--- config.mk ---
export PLATFORM = sky130hd
export DESIGN_NAME = multicycle_ctrl
export DESIGN_NICKNAME = d
export VERILOG_FILES = /design/src/rtl/multicycle_ctrl.sv
export SDC_FILE = /design/constraint.sdc
export NUM_CORES = 1
export LEC_CHECK = 0
export CAP_MARGIN = 20
export CORE_AREA = 4 4 96 98
export DETAILED_ROUTE_END_ITERATION = 7
export DIE_AREA = 0 0 100 102
export PLACE_DENSITY_LB_ADDON = 0.2
export REMOVE_ABC_BUFFERS = 1
export SETUP_SLACK_MARGIN = 0.3
export SYNTH_ARGS = -nofsm -noshare
export SYNTH_HDL_FRONTEND = slang
export SYNTH_SLANG_ARGS = --single-unit
--- constraint.sdc ---
create_clock -name clk -period 2.72 [get_ports clk]
set_input_delay 0.408 -clock clk [delete_from_list [all_inputs] [get_ports clk]]
set_output_delay 0.408 -clock clk [all_outputs]
set_load 0.05 [all_outputs]
--- src/rtl/multicycle_ctrl.sv ---
// Multi-cycle RV32 control FSM: sequences fetch/decode/exec/mem/writeback over a shared ALU
// and a single memory port, trapping on unsupported opcodes or memory timeouts.
module multicycle_ctrl #(
  parameter int unsigned TIMEOUT = 16,
  parameter int unsigned CNT_W   = 32
) (
  input  logic             clk,
  input  logic             rst_n,
  input  logic             run_i,
  input  logic [31:0]      ir_i,
  input  logic             mem_ready_i,
  output logic             mem_req_o,
  output logic             mem_we_o,
  output logic             iord_o,
  output logic             ir_load_o,
  output logic             pc_write_o,
  output logic             pc_write_cond_o,
  output logic [1:0]       alu_src_a_o,
  output logic [1:0]       alu_src_b_o,
  output logic [1:0]       alu_op_o,
  output logic             reg_write_o,
  output logic             mem_to_reg_o,
  output logic             illegal_o,
  output logic             bus_err_o,
  output logic [CNT_W-1:0] instret_o
);

  localparam int unsigned TMO_W = $clog2(TIMEOUT + 1);

  localparam logic [6:0] OPC_OP     = 7'b0110011;
  localparam logic [6:0] OPC_OP_IMM = 7'b0010011;
  localparam logic [6:0] OPC_LOAD   = 7'b0000011;
  localparam logic [6:0] OPC_STORE  = 7'b0100011;
  localparam logic [6:0] OPC_BRANCH = 7'b1100011;
  localparam logic [6:0] OPC_LUI    = 7'b0110111;

  localparam logic [1:0] SRC_A_PC   = 2'b00;
  localparam logic [1:0] SRC_A_RS1  = 2'b01;
  localparam logic [1:0] SRC_A_ZERO = 2'b10;
  localparam logic [1:0] SRC_B_RS2  = 2'b00;
  localparam logic [1:0] SRC_B_FOUR = 2'b01;
  localparam logic [1:0] SRC_B_IMM  = 2'b10;
  localparam logic [1:0] ALU_ADD    = 2'b00;
  localparam logic [1:0] ALU_BR     = 2'b01;
  localparam logic [1:0] ALU_FUNCT  = 2'b10;

  typedef enum logic [2:0] {
    S_IDLE, S_FETCH, S_DECODE, S_EXEC, S_MEM, S_WB, S_TRAP
  } state_e;

  state_e           state_q, state_d;
  logic [TMO_W-1:0] wait_q, wait_d;
  logic [CNT_W-1:0] instret_q, instret_d;
  logic             illegal_q, illegal_d;
  logic             bus_err_q, bus_err_d;

  logic [6:0] opcode;
  logic       is_op, is_op_imm, is_load, is_store, is_branch, is_lui, legal;
  logic [1:0] ex_a, ex_b, ex_op;
  logic       tmo_hit;
  logic       unused_ir;
  state_e     after_retire;

  assign opcode    = ir_i[6:0];
  assign unused_ir = ^ir_i[31:7];

  assign is_op     = (opcode == OPC_OP);
  assign is_op_imm = (opcode == OPC_OP_IMM);
  assign is_load   = (opcode == OPC_LOAD);
  assign is_store  = (opcode == OPC_STORE);
  assign is_branch = (opcode == OPC_BRANCH);
  assign is_lui    = (opcode == OPC_LUI);
  assign legal     = is_op | is_op_imm | is_load | is_store | is_branch | is_lui;

  // Final wait cycle of an access that still has not completed.
  assign tmo_hit      = !mem_ready_i && (wait_q == TMO_W'(TIMEOUT - 1));
  assign after_retire = run_i ? S_FETCH : S_IDLE;

  // ALU operand/op selection for the execute step; held through MEM/WB so ALU result stays stable.
  always_comb begin
    ex_a  = SRC_A_RS1;
    ex_b  = SRC_B_IMM;
    ex_op = ALU_ADD;
    if (is_op) begin
      ex_b  = SRC_B_RS2;
      ex_op = ALU_FUNCT;
    end else if (is_op_imm) begin
      ex_op = ALU_FUNCT;
    end else if (is_branch) begin
      ex_b  = SRC_B_RS2;
      ex_op = ALU_BR;
    end else if (is_lui) begin
      ex_a  = SRC_A_ZERO;
    end
  end

  always_comb begin
    state_d         = state_q;
    wait_d          = '0;
    instret_d       = instret_q;
    illegal_d       = illegal_q;
    bus_err_d       = bus_err_q;
    mem_req_o       = 1'b0;
    mem_we_o        = 1'b0;
    iord_o          = 1'b0;
    ir_load_o       = 1'b0;
    pc_write_o      = 1'b0;
    pc_write_cond_o = 1'b0;
    alu_src_a_o     = SRC_A_PC;
    alu_src_b_o     = SRC_B_RS2;
    alu_op_o        = ALU_ADD;
    reg_write_o     = 1'b0;
    mem_to_reg_o    = 1'b0;

    case (state_q)
      S_IDLE: begin
        if (run_i) state_d = S_FETCH;
      end
      S_FETCH: begin
        mem_req_o   = 1'b1;
        alu_src_b_o = SRC_B_FOUR;
        if (mem_ready_i) begin
          ir_load_o  = 1'b1;
          pc_write_o = 1'b1;
          state_d    = S_DECODE;
        end else if (tmo_hit) begin
          bus_err_d = 1'b1;
          state_d   = S_TRAP;
        end else begin
          wait_d = wait_q + TMO_W'(1);
        end
      end
      S_DECODE: begin
        alu_src_b_o = SRC_B_IMM;
        if (legal) begin
          state_d = S_EXEC;
        end else begin
          illegal_d = 1'b1;
          state_d   = S_TRAP;
        end
      end
      S_EXEC: begin
        alu_src_a_o = ex_a;
        alu_src_b_o = ex_b;
        alu_op_o    = ex_op;
        if (is_branch) begin
          pc_write_cond_o = 1'b1;
          instret_d       = instret_q + CNT_W'(1);
          state_d         = after_retire;
        end else if (is_load || is_store) begin
          state_d = S_MEM;
        end else begin
          state_d = S_WB;
        end
      end
      S_MEM: begin
        mem_req_o   = 1'b1;
        iord_o      = 1'b1;
        mem_we_o    = is_store;
        alu_src_a_o = ex_a;
        alu_src_b_o = ex_b;
        alu_op_o    = ex_op;
        if (mem_ready_i) begin
          if (is_store) begin
            instret_d = instret_q + CNT_W'(1);
            state_d   = after_retire;
          end else begin
            state_d = S_WB;
          end
        end else if (tmo_hit) begin
          bus_err_d = 1'b1;
          state_d   = S_TRAP;
        end else begin
          wait_d = wait_q + TMO_W'(1);
        end
      end
      S_WB: begin
        reg_write_o  = 1'b1;
        mem_to_reg_o = is_load;
        alu_src_a_o  = ex_a;
        alu_src_b_o  = ex_b;
        alu_op_o     = ex_op;
        instret_d    = instret_q + CNT_W'(1);
        state_d      = after_retire;
      end
      S_TRAP: begin
        state_d = S_TRAP;
      end
      default: begin
        state_d = S_IDLE;
      end
    endcase
  end

  always_ff @(posedge clk or negedge rst_n) begin
    if (!rst_n) begin
      state_q   <= S_IDLE;
      wait_q    <= '0;
      instret_q <= '0;
      illegal_q <= 1'b0;
      bus_err_q <= 1'b0;
    end else begin
      state_q   <= state_d;
      wait_q    <= wait_d;
      instret_q <= instret_d;
      illegal_q <= illegal_d;
      bus_err_q <= bus_err_d;
    end
  end

  assign instret_o = instret_q;
  assign illegal_o = illegal_q;
  assign bus_err_o = bus_err_q;

endmodule
After elaboration in Yosys (flattened, before gate mapping)
Index checks and enable logic that the tools add are counted.
Storage, ports and cells
  register bits: 42
Cells by class
  add/sub/neg operators: 2
  equal/unequal tests: 17
  mux-type cells: 39
  bitwise logic cells: 7
  reduce and logical (&&, ||, !) cells: 10
Operators with widths (number)
  32-bit two-way mux: 3
  32-bit one-hot mux with 3 select lines: 1
  32-bit by 1-bit adder with 32-bit output (second input constant): 1
  2-bit two-way mux: 11
  7-bit by 6-bit equality test with 1-bit output (second input constant): 3
  3-bit two-way mux: 7
  3-bit one-hot mux with 7 select lines: 1
  5-bit two-way mux: 3
  1-bit two-way mux: 12
  3-bit equality test (second input constant): 3
  2-bit != test (second input constant): 4
  7-bit by 2-bit equality test with 1-bit output (second input constant): 1
  7-bit by 5-bit equality test with 1-bit output (second input constant): 1
  7-bit equality test (second input constant): 1
  3-bit by 2-bit equality test with 1-bit output (second input constant): 2
  2-bit one-hot mux with 3 select lines: 1
  5-bit by 1-bit adder with 5-bit output (second input constant): 1
  5-bit by 4-bit equality test with 1-bit output (second input constant): 1
  1-bit bitwise OR: 5
  4-bit AND reduction: 1
  3-bit by 1-bit equality test with 1-bit output (second input constant): 1
  3-bit logical NOT: 1
  3-bit AND reduction: 1
  3-bit nonzero test: 1
  other kinds (7): 8

Logic depth before layout (Yosys ltp)
Gate-level depths: netlist (run 1).
  depth in word-level cells: 8
  gate-level depth with buffers: 7
  depth with buffers taken out: 6

Worst setup path after synthesis (run 1)
Ideal clock, no wire load.
  path kind: flip-flop to output port
  start point: reg state_q[0]
  end point: out mem_we_o
  arrival: 3136 ps
  data required time: 2312 ps
  setup slack: -824 ps
  stages on the path, launching flop included: 5
  buffers on the path: 1
  path through: dfrtp_1 clkbuf_1 nor3b_1 nand2_1 nor3_1
Between the ends
  word-level cells in the longest chain between the ends: 2
Ends and longest elaborated chain
  from (decl): line 51  | state_e state_q, state_d;
  from (signal assigned): line 203  | state_q <= state_d;
  3-bit equality test: line 115  | case (state_q)
  1-bit two-way mux: line 115
  to (decl): line 13  | output logic mem_we_o,
Every way passes these cells.

Final worst setup path (run 1)
  start point: in ir_i[3]
  end point: out alu_src_b_o[1]
Between the ends
  word-level cells in the longest chain between the ends: 5
Ends and longest elaborated chain
  from (decl): line 10  | input logic [31:0] ir_i,
  7-bit equality test: line 71  | assign is_branch = (opcode == OPC_BRANCH);
  2-bit two-way mux: line 89  | end else if (is_branch) begin
  2-bit two-way mux: line 87  | end else if (is_op_imm) begin
  2-bit two-way mux (*): line 84  | if (is_op) begin
  2-bit one-hot mux with 3 select lines (*): line 115
  to (decl): line 19  | output logic [1:0] alu_src_b_o,
Mark *: on every way between the ends. The rest lies on a longest branch, timed or not.

==> results of run 1 <==
[cells in the final DEF (no fill, tap or decap), drive strengths merged, types with 2 or more instances in the layout]
master         synthesis  routed
mux2                   2       2
nand2                 22      22
buf                    5      26
xnor2                 20      20
inv                    5       5
nor3b                  3       3
nor2b                  5       5
o21ai                  6       6
and3                   5       5
ha                     2       2
clkbuf                 6       6
o22ai                  2       2
nor4b                  4       4
dfrtp                 42      42
clkdlybuf4s50          0      43
nand3                 16      16
nor4                   4       4
xor2                  13      13
o31ai                  3       3
nand4                 15      15
a21oi                  5       5
nor3                  12      12
o211ai                 2       2
and2                   6       6
nor2                  11      11
[metrics by stage]
stage / utilization [%] / total power [mW] / hold WS (ns)
floorplan: - / 1.39 / 0.112
global placement: 36.8 / 1.74 / 0.364
detailed placement: 36.8 / 1.75 / 0.378
CTS: 38.2 / 2.26 / 0.0603
global route: 38.3 / 2.35 / 0.0826
finish: 38.3 / 2.23 / 0.0556
[registers in the layout, summed over array words and instances, names as in the netlist]
register and cells:
instret_o 32, wait_q 5, state_q 3, illegal_o 1
bus_err_o 1
[where the power goes]
part / switching (mW) / internal (mW)
Clock: 0.211 / 0.294
Combinational: 0.619 / 0.336
Sequential: 0.0850 / 0.685
[critical path, delay by kind of cell]
kind                   cells  cell delay (ns)
AO/OA/AOI/OAI              1             0.12
buffers and inverters      3             0.88
AND/OR/NAND/NOR            4             0.52
[per-layer routing]
| metal | up-vias | global-route usage (%) | part of all wire (%) |
|---|---|---|---|
| met4 | 0 | 2.49 | 0.74 |
| met3 | 4 | 3.21 | 6.3 |
| met5 | - | 0 | 0 |
| met2 | 53 | 17.5 | 44 |
| li1 | 949 | - | - |
| met1 | 905 | 16.2 | 49 |
[layout make-up]
type | instances | area (µm²) | area share, %
timing repair buffer | 71 | 732 | 22.6
clock inverter | 1 | 30.0 | 0.926
inverter | 5 | 18.8 | 0.579
sequential | 42 | 1050 | 32.4
clock buffer | 6 | 82.6 | 2.55
multi-input combinational | 172 | 1190 | 36.8
tap | 108 | 135 | 4.17
[Yosys cell counts, drive strengths merged (2+ instances only)]
library cell	number	area (µm²)
o31ai	3	22.5
and3	5	31.3
mux2	2	22.5
dfrtp	42	1050
nand4	15	109
o21ai	6	33.8
xnor2	20	175
nor2b	5	31.3
and2	6	37.5
a21oi	5	25.0
xor2	13	114
buf	5	36.3
inv	5	18.8
o211ai	2	15.0
nor4	4	50.1
nor4b	4	47.6
clkbuf	6	22.5
nor3	12	60.1
nand3	16	80.1
nand2	22	82.6
nor2	11	41.3
o22ai	2	12.5
nor3b	3	27.5
ha	2	25.0
[cell families (layout without fill, tap and decap cells)]
group,count (synthesis),count (layout),synth area share (%)
and+or+nand+nor,110,110,28.5
buffers and inverters,16,83,3.36
xor gates and xnor gates,33,33,12.5
muxes,2,2,0.977
adders and majority gates,2,2,1.09
DFF,42,42,45.6
AOI/OAI and AO/OA,25,25,7.98
[path summary, 6_finish.rpt]
check / to / startpoint / slack (ns) / depth (start not counted)
worst max-delay path: alu_src_b_o[1] / ir_i[3] / 0.40 / 8
worst min-delay path: state_q[2] / rst_n / 0.06 / 1
worst max register to register: instret_o[20] / state_q[2] / 0.83 / 5
worst min register to register: bus_err_o / bus_err_o / 0.46 / 1
max in group asynchronous: instret_o[15] / rst_n / 2.11 / 2
min in group clk: bus_err_o / bus_err_o / 0.46 / 1
[timing repair]
action,CTS,global route
setup endpoints to repair,2,4
gates resized for setup,2,4
hold buffers,0,0
setup buffers,0,0
==> Flow_metrics.wiki, run 1 <==
{| class="wikitable"
! Metric !! Value
|-
| Final Hold Viols || 0
|-
| Startpoint kind of the worst setup timing path || input pin
|-
| Root buffer cell || sky130_fd_sc_hd__clkbuf_8
|-
| Number of diodes added for antenna fixing || 0
|-
| Data required time of the critical path || approximately 2.3 ns
|-
| Final wirelength || roughly 5700 µm
|-
| Insertion delay to the later sink of the worst-skew pair || slightly below 0.3 ns
|-
| Arrival time at the worst endpoint || 1.91 ns
|-
| Avg Inst Size Synth || between 10 and 15 µm²
|-
| Final period demand of the worst path || 2.32 ns
|-
| Pre-CTS setup slack || ~0.34 ns
|-
| Power per Cell Area || around 700 nW/µm²
|-
| Post-route clock skew || about 0.014 ns
|-
| Length of the first detailed-routing pass in iterations || 4
|-
| Number of global-route vias before repair || roughly 1900
|-
| DR vias/cell || 4.72
|-
| Class of the most critical setup path || input pin to primary output
|-
| H-tree levels || 2
|-
| Yosys warns || 0
|-
| Area growth from synthesis to layout || 40.6%
|-
| Element type at the critical path end || primary output
|-
| Max-cap violation count || 0
|-
| Initial antenna violation count || 0
|-
| TritonCTS Buffers || 5
|-
| Least-Margin Pin Slew || roughly 0.60 ns
|-
| Period utilization || 85.4%
|-
| Path type of the worst min-delay path || input pin to async pin
|-
| Share of final-layout standard cells stronger than drive strength 1 || about 17%
|-
| Sinks on the clock net || 42
|-
| Min setup slack post-route || around 0.40 ns
|-
| Global router's overall resource usage || 11.4%
|-
| Fillers || 860
|-
| Port Buffer Count || 58
|-
| Leakage || about 1.4 nW
|-
| Outcome || finished clean
|-
| EDFF count, synth || 0
|-
| Pin count of the biggest net entering global routing || 19
|-
| Die height || between 100 and 150 µm
|-
| Area of the core || between 8000 and 9000 µm²
|-
| Count of nets left with antenna violations after detail routing || 0
|-
| Gate Count Post-Synth || 230
|-
| Inst Count DP || around 400
|-
| Number of top-level pins || 84
|-
| Width of the die || about 100 µm
|-
| Setup total negative slack || 0 ns
|-
| Distinct cells, synth || 44
|-
| Setup repair after global routing missed its margin || yes
|-
| Via count || ~1900
|-
| Share of flip-flops with an asynchronous set or reset || 100%
|-
| Setup-violating endpoint count in the final report || 0
|-
| First DRT Iteration DRCs || between 40 and 50
|-
| Clock tree from TritonCTS || built
|-
| Relative slew slack || roughly 60%
|-
| Die Outline Area || about 10000 µm²
|-
| Worst path cell trace || clkdlybuf4s50_1, and4b_1, buf_4, nor3b_2, nand2_1, nand2_1, o22ai_1, buf_4
|-
| Slowest cell on the critical path || sky130_fd_sc_hd__clkdlybuf4s50_1
|-
| Post-synthesis sequential element count || 42
|-
| Non-Filler Cell Area, Final || roughly 3200 µm²
|-
| Residual DRC || 0
|-
| Row Count || 34
|-
| Wire length per cell after detailed routing || ~14 µm
|-
| Starting utilization of the core area || 27.2%
|-
| Peak fanout along the critical path || 4
|-
| Sum of overflow across all layers after global routing || 0
|-
| Wire length of the first global-routing pass || around 9500 µm
|-
| Area after DPL || ~3100 µm²
|-
| Max rail drop VDD || 0.585 mV
|-
| Most used flip-flop cell after synthesis || sky130_fd_sc_hd__dfrtp_1
|-
| Number of buffers between clock root and the deepest sink || 2
|-
| Half-perimeter wire length after placement || about 4200 µm
|-
| F_max || 431 MHz
|-
| Number of max-slew violations in the final report || 0
|-
| Last weighted congestion value of the routability-driven placer || 0.735
|-
| Portion of the post-synthesis area used by sequential elements || 45.6%
|-
| Clock slew seen by the registers of the worst setup and hold paths || ~0.08 ns
|-
| NumNets Final || 335
|-
| Final instance count without filler cells || 405
|-
| Worst stage delay on the critical path || around 0.50 ns
|-
| Netlist Area Pre-Place || 2310 µm²
|}
Note: power is estimated with default switching activity, not from simulation.
==> inputs of run 2 (changes only) <==
CTS_CLUSTER_DIAMETER = 60   (was default)
PLACE_DENSITY_LB_ADDON = default   (was 0.2)
==> Flow_metrics.wiki, run 2 (synthesis gave the netlist of run 1 again) <==
{| class="wikitable"
! Metric !! Value
|-
| Outcome || finished clean
|-
| Port Buffer Count || between 50 and 60
|-
| Length of the first detailed-routing pass in iterations || 4
|-
| H-tree levels || 2
|-
| Wire length per cell after detailed routing || 14.4 µm
|-
| Post-route core utilization || between 30% and 40%
|-
| Startpoint kind of the worst setup timing path || register
|-
| Inst Count DP || about 390
|-
| DR vias/cell || between 4 and 5
|-
| Path type of the worst min-delay path || input pin to async pin
|-
| NumNets Final || about 330
|-
| Die height || between 100 and 150 µm
|-
| Most common cell after layout, fill and taps aside || sky130_fd_sc_hd__clkdlybuf4s50_1
|-
| Met1 layer wirelength in the final routing || ~2600 µm
|-
| Worst stage delay on the critical path || 0.48 ns
|-
| Max rail drop VDD || 0.503 mV
|-
| Least-Margin Pin Slew || a little under 1 ns
|-
| TritonCTS Buffers || 5
|-
| Peak fanout along the critical path || 9
|-
| Root buffer cell || sky130_fd_sc_hd__clkbuf_8
|-
| Last weighted congestion value of the routability-driven placer || around 0.75
|-
| Clock network fraction of total power || between 20% and 30%
|-
| Row Count || 34
|-
| Combined area of the multi-input logic cells || around 1200 µm²
|-
| Top cell family by delay on the critical path || simple AND/OR/NAND/NOR gates
|-
| Clock slew seen by the registers of the worst setup and hold paths || around 0.080 ns
|-
| Initial antenna violation count || 0
|-
| Worst path cell trace || and2b_1, a21oi_1, nor4bb_2, buf_12
|-
| First DRT Iteration DRCs || just under 60
|-
| Combinational power share || 41.6%
|-
| Net Sw Frac || between 30% and 40%
|-
| Fillers || about 850
|-
| Via count || 1948
|-
| Sum of overflow across all layers after global routing || 0
|-
| Element type at the critical path end || primary output
|-
| Number of max-slew violations in the final report || 0
|-
| Period utilization || around 87%
|-
| Insertion delay to the later sink of the worst-skew pair || between 0.2 and 0.3 ns
|-
| Number of diodes added for antenna fixing || 0
|-
| Final period demand of the worst path || ~2.4 ns
|-
| Sinks on the clock net || 42
|-
| Pin count of the biggest net entering global routing || 43
|-
| Final Hold Viols || 0
|-
| Power share of the sequential group || between 30 and 40%
|-
| NetSw || slightly above 0.9 mW
|-
| Sum of buffers and inverters on the critical path || 1
|-
| Die Outline Area || slightly above 10000 µm²
|-
| Wire length of the first global-routing pass || between 9000 and 10000 µm
|-
| Top library cells by usage in the layout, fill and taps aside || 43 x sky130_fd_sc_hd__clkdlybuf4s50_1, 42 x sky130_fd_sc_hd__dfrtp_1, 22 x sky130_fd_sc_hd__nand2_1
|-
| Smallest hold slack || roughly 0.26 ns
|-
| Share of final-layout standard cells stronger than drive strength 1 || between 10% and 20%
|-
| Max-cap violation count || 0
|-
| DR WL met2 || approximately 2800 µm
|-
| Arrival time at the worst endpoint || between 1.5 and 2 ns
|-
| Power per Cell Area || around 700 nW/µm²
|-
| Count of nets left with antenna violations after detail routing || 0
|-
| Flip-flop count of the largest register after layout || 32
|-
| Leakage || roughly 1.4 nW
|-
| Global router's overall resource usage || between 10% and 20%
|-
| Register Area || 1050 µm²
|-
| Number of cell instances on the worst register-to-register path || 5
|-
| Final wirelength || 5840 µm
|-
| Final instance count without filler cells || between 400 and 500
|-
| Post-route clock skew || ~0.0095 ns
|-
| Clock tree from TritonCTS || built
|-
| Number of global-route vias before repair || approximately 2000
|-
| Area growth from synthesis to layout || 41.3%
|-
| Setup-violating endpoint count in the final report || 0
|-
| Area of the core || approximately 8500 µm²
|-
| Relative slew slack || 35.9%
|-
| F_max || 425 MHz
|-
| Total Power || ~2.3 mW
|-
| Half-perimeter wire length after placement || roughly 4100 µm
|-
| Slowest cell on the critical path || sky130_fd_sc_hd__dfrtp_1
|-
| Starting utilization of the core area || between 20% and 30%
|-
| Top Layer Used || met4
|-
| Critical path depth in cells || 4
|-
| Setup repair after global routing missed its margin || yes
|-
| Number of top-level pins || between 80 and 90
|-
| Width of the die || around 100 µm
|-
| Data required time of the critical path || about 2.3 ns
|-
| Residual DRC || 0
|-
| Class of the most critical setup path || register to primary output
|-
| Number of buffers between clock root and the deepest sink || 2
|-
| Internal portion of total power || 1.41 mW
|-
| Metal3 WL || ~370 µm
|}
==> run 2: changes by cell type in the layout (fill, tap and decap cells not counted) <==
| cell | before | now |
|---|---|---|
| sky130_fd_sc_hd__and4b_1 | 1 | 0 |
| sky130_fd_sc_hd__and2b_2 | 1 | 0 |
| sky130_fd_sc_hd__bufinv_16 | 1 | 2 |
| sky130_fd_sc_hd__and2b_1 | 0 | 1 |
| sky130_fd_sc_hd__dlymetal6s2s_1 | 1 | 0 |
| sky130_fd_sc_hd__and4b_2 | 0 | 1 |
==> run 2: layout make-up <==
class                           instances  share of cell area (%)
Clock buffer                            6                    2.53
Timing Repair Buffer                   70                    22.1
Sequential cell                        42                    32.2
Clock inverter                          2                    1.84
Multi-Input combinational cell        172                    36.6
Inverter                                5                   0.576
Tap cell                              108                    4.15
==> run 2: what timing repair did <==
item / 4_1_cts / 5_1_grt
hold buffers: 0 / 0
resized for setup: 2 / 3
pin swaps: 0 / 0
buffers inserted: 0 / 3
endpoints found under the setup margin: 2 / 3
==> run 2: power by group through the flow <==
stage / sequential, mW / combinational (mW) / clock [mW]
floorplan: 0.888 / 0.502 / 0
global placement: 0.761 / 0.967 / 0
detailed placement: 0.763 / 0.975 / 0
CTS: 0.753 / 0.974 / 0.632
global route: 0.768 / 1.04 / 0.655
finish: 0.754 / 0.972 / 0.608
==> run 2: stage by stage <==
step / setup slack [ns] / area (µm²) / setup TNS (ns)
finish: 0.365 / 3260 / 0
global route: 0.260 / 3260 / 0
CTS: 0.303 / 3220 / 0
detailed placement: 0.209 / 3080 / 0
global placement: 0.232 / 3080 / 0
floorplan: -0.807 / 2250 / -1.79
==> run 2: worst register-to-register path: cells and delay by family (launching register included) <==
kind	cells	cell delay, ns
XOR/XNOR	1	0.17
flip-flops	1	0.48
AO/OA/AOI/OAI	1	0.34
AND/OR/NAND/NOR	3	0.93
==> run 2: worst paths after layout <==
path                                 start       endpoint  slack [ns]
worst max-delay path            state_q[2]    alu_op_o[1]        0.37
worst min-delay path                 rst_n   instret_o[7]        0.26
worst max register to register  state_q[2]  instret_o[20]        0.74
worst min register to register   bus_err_o      bus_err_o        0.46
max in group asynchronous            rst_n  instret_o[27]        1.85
min in group clk                 bus_err_o      bus_err_o        0.46
==> run 2: per-layer routing <==
| metal | track usage, % | vias to the layer above |
|---|---|---|
| met5 | 0 | - |
| li1 | - | 944 |
| met4 | 3.83 | 0 |
| met3 | 3.34 | 5 |
| met1 | 14.8 | 941 |
| met2 | 19.5 | 58 |
==> inputs of run 3 (changes only) <==
GPL_ROUTABILITY_DRIVEN = 0   (was default)
==> results of run 3 <==
No change in the layout: final DEF, timing and power equal those of run 2.
